[src/rtl/change_dispenser.sv]
// change_dispenser: turns each vend command into a timed cup pulse followed by one pulse per change coin.
// Define COIN_INVENTORY_EN to track coin stock and substitute smaller coins when a denomination runs out.
module change_dispenser #(
  parameter int unsigned PULSE_CYCLES = 5_000_000,
  parameter int unsigned GAP_CYCLES   = 2_500_000,
  parameter int unsigned INIT_COINS   = 8
) (
  input  logic       clk,
  input  logic       rst,
  input  logic       cafe,
  input  logic       t50,
  input  logic       t100,
  input  logic       t200,
  input  logic       refill,
  output logic       cup_o,
  output logic       coin50_o,
  output logic       coin100_o,
  output logic       coin200_o,
  output logic       busy,
  output logic       done,
  output logic       err,
  output logic [2:0] state_o
);
  typedef enum logic [2:0] {
    IDLE = 3'd0, CUP = 3'd1, GAP = 3'd2, SELECT = 3'd3, PAY = 3'd4, DONE = 3'd5
  } state_t;

  state_t      state;
  logic        cafe_q;
  logic [2:0]  p50, p100, p200;
  logic [31:0] cnt;
  logic        pulse_end, gap_end;

  assign pulse_end = (cnt == 32'(PULSE_CYCLES - 1));
  assign gap_end   = (cnt == 32'(GAP_CYCLES - 1));
  assign state_o   = state;

`ifdef COIN_INVENTORY_EN
  localparam logic [7:0] INIT8 = 8'(INIT_COINS);
  logic [7:0] inv50, inv100, inv200;
`else
  logic unused_cfg;
  assign unused_cfg = refill ^ (INIT_COINS != 0);
  assign err = 1'b0;
`endif

  always_ff @(posedge clk or posedge rst) begin
    if (rst) begin
      state     <= IDLE;
      cafe_q    <= 1'b0;
      cnt       <= '0;
      p50       <= '0;
      p100      <= '0;
      p200      <= '0;
      cup_o     <= 1'b0;
      coin50_o  <= 1'b0;
      coin100_o <= 1'b0;
      coin200_o <= 1'b0;
      busy      <= 1'b0;
      done      <= 1'b0;
`ifdef COIN_INVENTORY_EN
      err       <= 1'b0;
      inv50     <= INIT8;
      inv100    <= INIT8;
      inv200    <= INIT8;
`endif
    end else begin
      cafe_q <= cafe;
      done   <= 1'b0;
      cnt    <= cnt + 32'd1;
      case (state)
        IDLE: begin
          if (cafe && !cafe_q) begin
            p50   <= {2'b00, t50};
            p100  <= {2'b00, t100};
            p200  <= {2'b00, t200};
            cup_o <= 1'b1;
            busy  <= 1'b1;
            cnt   <= '0;
            state <= CUP;
`ifdef COIN_INVENTORY_EN
            err   <= 1'b0;
`endif
          end
`ifdef COIN_INVENTORY_EN
          if (refill) begin
            inv50  <= INIT8;
            inv100 <= INIT8;
            inv200 <= INIT8;
          end
`endif
        end
        CUP: if (pulse_end) begin
          cup_o <= 1'b0;
          cnt   <= '0;
          state <= GAP;
        end
        GAP: if (gap_end) begin
          cnt   <= '0;
          state <= SELECT;
        end
        // Highest denomination first; an empty stock converts one coin per cycle into two smaller ones.
        SELECT: begin
          cnt <= '0;
          if (p200 != 3'd0) begin
`ifdef COIN_INVENTORY_EN
            if (inv200 == 8'd0) begin
              p200 <= p200 - 3'd1;
              p100 <= p100 + 3'd2;
            end else
`endif
            begin
              coin200_o <= 1'b1;
              state     <= PAY;
            end
          end else if (p100 != 3'd0) begin
`ifdef COIN_INVENTORY_EN
            if (inv100 == 8'd0) begin
              p100 <= p100 - 3'd1;
              p50  <= p50 + 3'd2;
            end else
`endif
            begin
              coin100_o <= 1'b1;
              state     <= PAY;
            end
          end else if (p50 != 3'd0) begin
`ifdef COIN_INVENTORY_EN
            if (inv50 == 8'd0) begin
              p50 <= '0;
              err <= 1'b1;
            end else
`endif
            begin
              coin50_o <= 1'b1;
              state    <= PAY;
            end
          end else begin
            done  <= 1'b1;
            busy  <= 1'b0;
            state <= DONE;
          end
        end
        PAY: if (pulse_end) begin
          cnt       <= '0;
          state     <= GAP;
          coin50_o  <= 1'b0;
          coin100_o <= 1'b0;
          coin200_o <= 1'b0;
          if (coin200_o) begin
            p200 <= p200 - 3'd1;
`ifdef COIN_INVENTORY_EN
            inv200 <= inv200 - 8'd1;
`endif
          end else if (coin100_o) begin
            p100 <= p100 - 3'd1;
`ifdef COIN_INVENTORY_EN
            inv100 <= inv100 - 8'd1;
`endif
          end else begin
            p50 <= p50 - 3'd1;
`ifdef COIN_INVENTORY_EN
            inv50 <= inv50 - 8'd1;
`endif
          end
        end
        DONE: begin
          cnt   <= '0;
          state <= IDLE;
        end
        default: begin
          cnt       <= '0;
          cup_o     <= 1'b0;
          coin50_o  <= 1'b0;
          coin100_o <= 1'b0;
          coin200_o <= 1'b0;
          busy      <= 1'b0;
          state     <= IDLE;
        end
      endcase
    end
  end
endmodule
[config.mk]
export PLATFORM = sky130hd
export DESIGN_NAME = change_dispenser
export DESIGN_NICKNAME = d
export VERILOG_FILES = /design/src/rtl/change_dispenser.sv
export SDC_FILE = /design/constraint.sdc
export NUM_CORES = 1
export LEC_CHECK = 0
export ABC_AREA = 1
export CORE_AREA = 5 5 82 84
export CTS_BUF_LIST = sky130_fd_sc_hd__clkbuf_4 sky130_fd_sc_hd__clkbuf_8
export CTS_CLUSTER_DIAMETER = 200
export DETAILED_ROUTE_END_ITERATION = 6
export DIE_AREA = 0 0 87 89
export GPL_TIMING_DRIVEN = 0
export PLACE_DENSITY_LB_ADDON = 0.2
export SYNTH_ARGS = -nofsm -noshare
export SYNTH_HDL_FRONTEND = slang
export SYNTH_SLANG_ARGS = --single-unit
export TNS_END_PERCENT = 5
[constraint.sdc]
create_clock -name clk -period 2.2 [get_ports clk]
set_clock_uncertainty 0.05 [all_clocks]
set_input_delay 0.33 -clock clk [delete_from_list [all_inputs] [get_ports clk]]
set_output_delay 0.33 -clock clk [all_outputs]
set_load 0.02 [all_outputs]
==> impl_metrics.tcl, run 1 <==
set metrics [dict create \
    preCtsSetupSlack_ps 235 \
    final.period_utilization_pct 86.9 \
    worstMarginPinSlew_ps 506 \
    fin_tns_setup_ps 0 \
    cts_setup_buffers 0 \
    clockPowerShare_pct 17.2 \
    die_h_um 89 \
    yosys.area.top_type_share_pct 37.6 \
    ys_types 30 \
    die-area_um2 7740 \
    min_path_type "in2async" \
    fillCellCount 549 \
    cts_hold_buf 0 \
    yosys_warnings 0 \
    synthesis.area_um2 3400 \
    nets 556 \
    yosys_most_used_dff "sky130_fd_sc_hd__dfrtp_1" \
    via_count 3160 \
    worst-endpoint-arrival_ps 2060 \
    grt_pass1_wl_um 13600 \
    critical_path_cell_list "ha_1 -> inv_2 -> nor2_4 -> nand2_1 -> nor2_1 -> nand2_1 -> nand2_2 -> nand3_2 -> buf_6 -> and2_1" \
    worstPathMaxFanout 10 \
    detailedRoute.firstIterationViolations 257 \
    area_delta_synth_final_pct 10.4 \
    worst_skew_pair.late_latency_ps 300 \
    worst_setup_path_end_kind "flip-flop" \
    postSynthAreaPerCell_um2 6.54 \
    internal_power_mw 1.94 \
    status "finished clean" \
    drv_cap 0 \
    routed_wire_length_per_instance_um 13.0 \
    final-max-slew-violation-count 0 \
    worstPathBufferInverterCount 2 \
    total_switching_power_mw 1.47 \
    setup_viol_count_final 0 \
    final_cells 618 \
    max_clock_freq_mhz 523 \
    grt_max_degree 38 \
    viasPerCell 5.11 \
    hold_ws_ps 249 \
    coreArea_um2 5850 \
    synth_fp_nets 534 \
    drtAntennaViolNets 0 \
    cpLargestDelayFamily "simple AND/OR/NAND/NOR gates" \
    synth-edff-count 0 \
    power.ir.vdd_worst_mv 0.870 \
    ctsHtreeMaxLevel 2 \
    clock_pin_transition_on_the_worst_setup_and_hold_timing_paths_ps 100 \
    syn-instance-count 520 \
    crit_path_top_delay_cell "sky130_fd_sc_hd__dfrtp_1" \
    seqCellArea_um2 1280 \
    report.final.hold_viol_count 0 \
    slew_headroom_pct 66.0 \
    cts_buffer_depth 2 \
    timing.final.ws_setup_ps 289 \
    unrepaired_setup_endpoints_after_global_routing "false" \
    total_leakage_power_nw 1.94 \
    swShare_pct 43.0 \
    num_rows 28 \
    detailedPlacementHpwl_um 6220 \
    die-width_um 87 \
    gp_congestion 0.956 \
    routed_wirelength_um 8010 \
    n_antenna_cell 0 \
    yosys_register_bits 51 \
    critPathKind "reg2reg" \
    finalInstanceArea_um2 3750 \
    antenna_violations_before_repair 0 \
    numClockSinks 51 \
    synth_area_leaders "sky130_fd_sc_hd__dfrtp_1, sky130_fd_sc_hd__nand2_1, sky130_fd_sc_hd__nor2_1" \
    critPathMostFrequentCell "sky130_fd_sc_hd__nand2_1" \
    period_needed_ps 1910 \
    cp.required_ps 2350 \
    ios 17 \
    post-place-cells 610 \
    tritoncts "done" \
    dr.pass1.iters 5 \
    post_cts_resize_count 0 \
    synth.yosys.seq_area_share_pct 37.6 \
    largest_incremental_delay_on_the_critical_path_ps 380 \
    worstSetupStartpointType "flip-flop" \
    rrSetupSlack_ps 290 \
    p_seq_share_pct 36.0 \
    globalRouteOverflowTotal 0 \
    finalCoreUtilization_pct 64.1 \
    grt_util_all_layers_pct 22.7 \
    cts_root_buffer "sky130_fd_sc_hd__clkbuf_8" \
    asyncSetResetFlopFracSynth_pct 100 \
    fin_total_pwr_mw 3.41 \
    synthDominantAreaCellType "sky130_fd_sc_hd__dfrtp_1" \
    remaining_drc_errors 0 \
    multiInputGateArea_um2 1780 \
    power_per_cell_area_nw_per_um2 910 \
    final_layout_size_suffix_gt1_share_pct 5.71 \
    initial_cell_density_of_the_core_pct 58.1 \
    share_comb_of_total_power_pct 46.9 \
    first_global_vias 2949 \
    io_buffer_count 14 \
    cts_made_buffers 5 \
    placed_area_um2 3650 \
]
## power by group through the flow
| stage | Clock (mW) | Combinational [mW] | Sequential, mW |
|---|---|---|---|
| 2_1_floorplan | 0 | 1.07 | 1.29 |
| 3_3_place_gp | 0 | 1.56 | 1.24 |
| 3_5_place_dp | 0 | 1.60 | 1.24 |
| 4_1_cts | 0.599 | 1.60 | 1.23 |
| 5_1_grt | 0.647 | 1.80 | 1.26 |
| 6_report | 0.586 | 1.60 | 1.23 |
## cells in the final DEF, fill, tap and decap left out, types with 2 or more instances in the layout
cell / synthesis / layout
sky130_fd_sc_hd__nand3_1: 31 / 31
sky130_fd_sc_hd__clkdlybuf4s50_1: 0 / 14
sky130_fd_sc_hd__nand2_1: 167 / 167
sky130_fd_sc_hd__dfrtp_1: 51 / 51
sky130_fd_sc_hd__inv_1: 74 / 73
sky130_fd_sc_hd__buf_6: 3 / 3
sky130_fd_sc_hd__a21o_1: 2 / 2
sky130_fd_sc_hd__and2_1: 26 / 26
sky130_fd_sc_hd__nor2_1: 93 / 93
sky130_fd_sc_hd__o21ai_0: 13 / 13
sky130_fd_sc_hd__clkbuf_8: 0 / 6
sky130_fd_sc_hd__buf_4: 2 / 2
sky130_fd_sc_hd__nor3_1: 4 / 4
sky130_fd_sc_hd__nand4_1: 16 / 16
sky130_fd_sc_hd__nand2_2: 4 / 4
sky130_fd_sc_hd__inv_2: 3 / 4
sky130_fd_sc_hd__nor2_2: 4 / 4
sky130_fd_sc_hd__xor2_1: 7 / 7
sky130_fd_sc_hd__ha_1: 7 / 7
## path summary, 6_finish.rpt
| kind | from | end | cells past startpoint |
|---|---|---|---|
| hold reg to reg | p50[1] | p50[1] | 2 |
| setup / recovery | cnt[0] | cnt[30] | 10 |
| hold / removal | rst | cafe_q | 2 |
| min in group clk | p50[1] | p50[1] | 2 |
| max in group asynchronous | rst | coin50_o | 3 |
| setup reg to reg | cnt[0] | cnt[30] | 10 |
## kinds of logic (layout without fill, tap and decap cells)
family | after synthesis | in the layout | synth area share, %
AND/OR/NAND/NOR | 351 | 351 | 44.5
other | 1 | 1 | 0.110
flip-flops | 51 | 51 | 37.6
adder cells (fa/ha/maj) | 7 | 7 | 2.58
AO/OA/AOI/OAI | 18 | 18 | 2.98
buffers and inverters | 84 | 107 | 10.2
XOR/XNOR | 8 | 8 | 2.06
## worst register-to-register path, cell delays in order, from the launching register on
cell and delay (ps):
sky130_fd_sc_hd__dfrtp_1 380, sky130_fd_sc_hd__ha_1 260, sky130_fd_sc_hd__inv_2 90, sky130_fd_sc_hd__nor2_4 160, sky130_fd_sc_hd__nand2_1 70, sky130_fd_sc_hd__nor2_1 110
sky130_fd_sc_hd__nand2_1 130, sky130_fd_sc_hd__nand2_2 120, sky130_fd_sc_hd__nand3_2 130, sky130_fd_sc_hd__buf_6 180, sky130_fd_sc_hd__and2_1 140
## cells in the mapped netlist (7+ instances only)
master                    instances
sky130_fd_sc_hd__nand2_1        167
sky130_fd_sc_hd__o21ai_0         13
sky130_fd_sc_hd__and2_1          26
sky130_fd_sc_hd__dfrtp_1         51
sky130_fd_sc_hd__nand3_1         31
sky130_fd_sc_hd__ha_1             7
sky130_fd_sc_hd__xor2_1           7
sky130_fd_sc_hd__nor2_1          93
sky130_fd_sc_hd__nand4_1         16
sky130_fd_sc_hd__inv_1           74
## metal layers
layer / vias to the layer above / global-route usage, % / part of all wire [%]
li1: 1629 / - / -
met1: 1416 / 27.2 / 44
met2: 96 / 40.9 / 49
met3: 19 / 3.23 / 4.2
met4: 0 / 9.07 / 3.0
met5: - / 0 / 0
## registers in the layout, indices dropped and copies added (netlist names)
signal and flops:
cup_o 1, cafe_q 1, state_o 3, p200 3
busy 1, p50 3, cnt 32, p100 3
coin100_o 1, coin200_o 1, done 1, coin50_o 1
## final cells by class
type                    instances  area share, %
multi-input cells             385           47.3
flip-flops and latches         51           34.0
inverters                      77           7.71
repair buffers                 15           4.27
well taps                      75           2.50
clock buffers                   6           2.20
plain buffers                   7           1.53
clock inverters                 2          0.434
No activity file was read; power rests on OpenSTA's default activity.
==> inputs of run 2 (changes only) <==
--- a/config.mk
+++ b/config.mk
@@ -12,7 +12,7 @@
 export DETAILED_ROUTE_END_ITERATION = 6
 export DIE_AREA = 0 0 87 89
 export GPL_TIMING_DRIVEN = 0
-export PLACE_DENSITY_LB_ADDON = 0.2
+export PLACE_DENSITY = 0.75
 export SYNTH_ARGS = -nofsm -noshare
 export SYNTH_HDL_FRONTEND = slang
 export SYNTH_SLANG_ARGS = --single-unit
==> run 2 against run 1 <==
Clock power is essentially flat. Hold slack lost 19 ps. Largest cell class unchanged. Die area is the same. Sequential share of layout area grew 0.057 points.
==> impl_metrics.tcl, run 2 (synthesis results as in run 1) <==
set metrics [dict create \
    detailedRoute.firstIterationViolations 199 \
    worst-endpoint-arrival_ps 2090 \
    preCtsSetupSlack_ps 252 \
    status "finished clean" \
    placed_area_um2 3650 \
    final_layout_size_suffix_gt1_share_pct 5.71 \
    globalRouteOverflowTotal 0 \
    power.ir.vdd_worst_mv 0.681 \
    via_count 3127 \
    remaining_drc_errors 0 \
    cts_buffer_depth 2 \
    period_needed_ps 1930 \
    layout.cells.most_common_list "sky130_fd_sc_hd__nand2_1, sky130_fd_sc_hd__nor2_1, sky130_fd_sc_hd__inv_1" \
    worst_setup_path_end_kind "flip-flop" \
    ios 17 \
    area_delta_synth_final_pct 10.2 \
    crit_path_top_delay_cell "sky130_fd_sc_hd__dfrtp_1" \
    fin_total_pwr_mw 3.41 \
    critPathKind "reg2reg" \
    drv_cap 0 \
    critical_path_cell_list "inv_1 -> ha_1 -> inv_1 -> nor2_1 -> nand2_1 -> o21ai_0 -> nand3_1 -> o21ai_0 -> nand2_1" \
    coreArea_um2 5850 \
    worstPathMaxFanout 4 \
    die-area_um2 7740 \
    tritoncts "done" \
    nets 556 \
    grt_max_degree 39 \
    timing.final.ws_setup_ps 270 \
    n_antenna_cell 0 \
    worst_r2r_path_depth 9 \
    initial_cell_density_of_the_core_pct 58.1 \
    ctsHtreeMaxLevel 2 \
    post_cts_resize_count 0 \
    grt_pass1_wl_um 14000 \
    die-width_um 87 \
    power_per_cell_area_nw_per_um2 910 \
    unrepaired_setup_endpoints_after_global_routing "false" \
    cts_root_buffer "sky130_fd_sc_hd__clkbuf_8" \
    commonest_non_fill_non_tap_cell_in_the_layout "sky130_fd_sc_hd__nand2_1" \
    viasPerCell 5.06 \
    antenna_violations_before_repair 0 \
    drtAntennaViolNets 0 \
    finalInstanceArea_um2 3740 \
    final.period_utilization_pct 87.7 \
    rrSetupSlack_ps 270 \
    worstReg2RegStart "p200[0]" \
    largest_incremental_delay_on_the_critical_path_ps 400 \
    regToRegEndpoint "busy" \
    report.final.hold_viol_count 0 \
    worstMarginPinSlew_ps 512 \
    min_path_type "in2async" \
    max_clock_freq_mhz 518 \
    critical_path_depth 9 \
    largest_register_ffs 32 \
    io_buffer_count 14 \
    cts_setup_buffers 0 \
    detailedPlacementHpwl_um 6280 \
    setup_viol_count_final 0 \
    numClockSinks 51 \
    routed_wire_length_per_instance_um 12.9 \
    largest_register "cnt" \
    dr.pass1.iters 5 \
    cts_hold_buf 0 \
    gp_congestion 0.950 \
    cts_made_buffers 5 \
    num_rows 28 \
    cp.required_ps 2360 \
    worstSetupStartpointType "flip-flop" \
    worst_skew_pair.late_latency_ps 320 \
    clock_pin_transition_on_the_worst_setup_and_hold_timing_paths_ps 100 \
    slew_headroom_pct 65.8 \
    critical_path.startpoint "p200[0]" \
    first_global_vias 2965 \
    grt_util_all_layers_pct 23.2 \
    total_leakage_power_nw 1.94 \
    routed_wirelength_um 7960 \
    worstPathBufferInverterCount 2 \
    capturing_instance_or_port_of_the_critical_path "busy" \
    final-max-slew-violation-count 0 \
    die_h_um 89 \
    cpLargestDelayFamily "simple AND/OR/NAND/NOR gates" \
]
[run 2: metrics by stage]
stage / cells / setup TNS (ps) / hold slack (ps) / utilization (%)
2_1_floorplan: 520 / 0 / 311 / -
3_3_place_gp: 609 / -18900 / 405 / 62.1
3_5_place_dp: 610 / 0 / 409 / 62.4
4_1_cts: 618 / 0 / 236 / 64.0
5_1_grt: 618 / 0 / 244 / 64.0
6_report: 618 / 0 / 230 / 64.0
[run 2: area by class of cell]
| cell class | instances | area (um^2) |
|---|---|---|
| well taps | 75 | 93.8 |
| inverters | 77 | 289 |
| flip-flops and latches | 51 | 1280 |
| fillers | 550 | 2110 |
| clock inverters | 2 | 16.3 |
| multi-input cells | 385 | 1780 |
| repair buffers | 15 | 160 |
| plain buffers | 7 | 57.6 |
| clock buffers | 6 | 76.3 |
[run 2: worst min path at each step]
stage                 to     from
2_1_floorplan     cafe_q     cafe
4_1_cts          p200[2]      rst
5_1_grt          p200[2]      rst
3_3_place_gp      p50[1]   p50[1]
3_5_place_dp     p100[2]  p100[2]
6_report       coin200_o      rst
[run 2: worst register-to-register path, delay by kind of cell (launching register included)]
family                     cells  cell delay (ps)
buffers and inverters          2              130
and+or+nand+nor                4              560
DFF                            1              400
adders and majority gates      1              140
AOI/OAI and AO/OA              2              550
[run 2: where the power goes]
group,leakage (nW),total (mW),internal (mW),switching [mW]
clock,0.0452,0.589,0.242,0.347
sequential,0.693,1.23,1.10,0.133
combinational,1.20,1.58,0.581,1.00
total,1.94,3.41,1.92,1.48
[run 2: metal layers]
metal / up-vias / track usage [%] / share of wire, %
met2: 78 / 41.5 / 50
met5: - / 0 / 0
met4: 0 / 8.50 / 2.9
li1: 1628 / - / -
met3: 17 / 3.50 / 3.9
met1: 1404 / 28.4 / 43
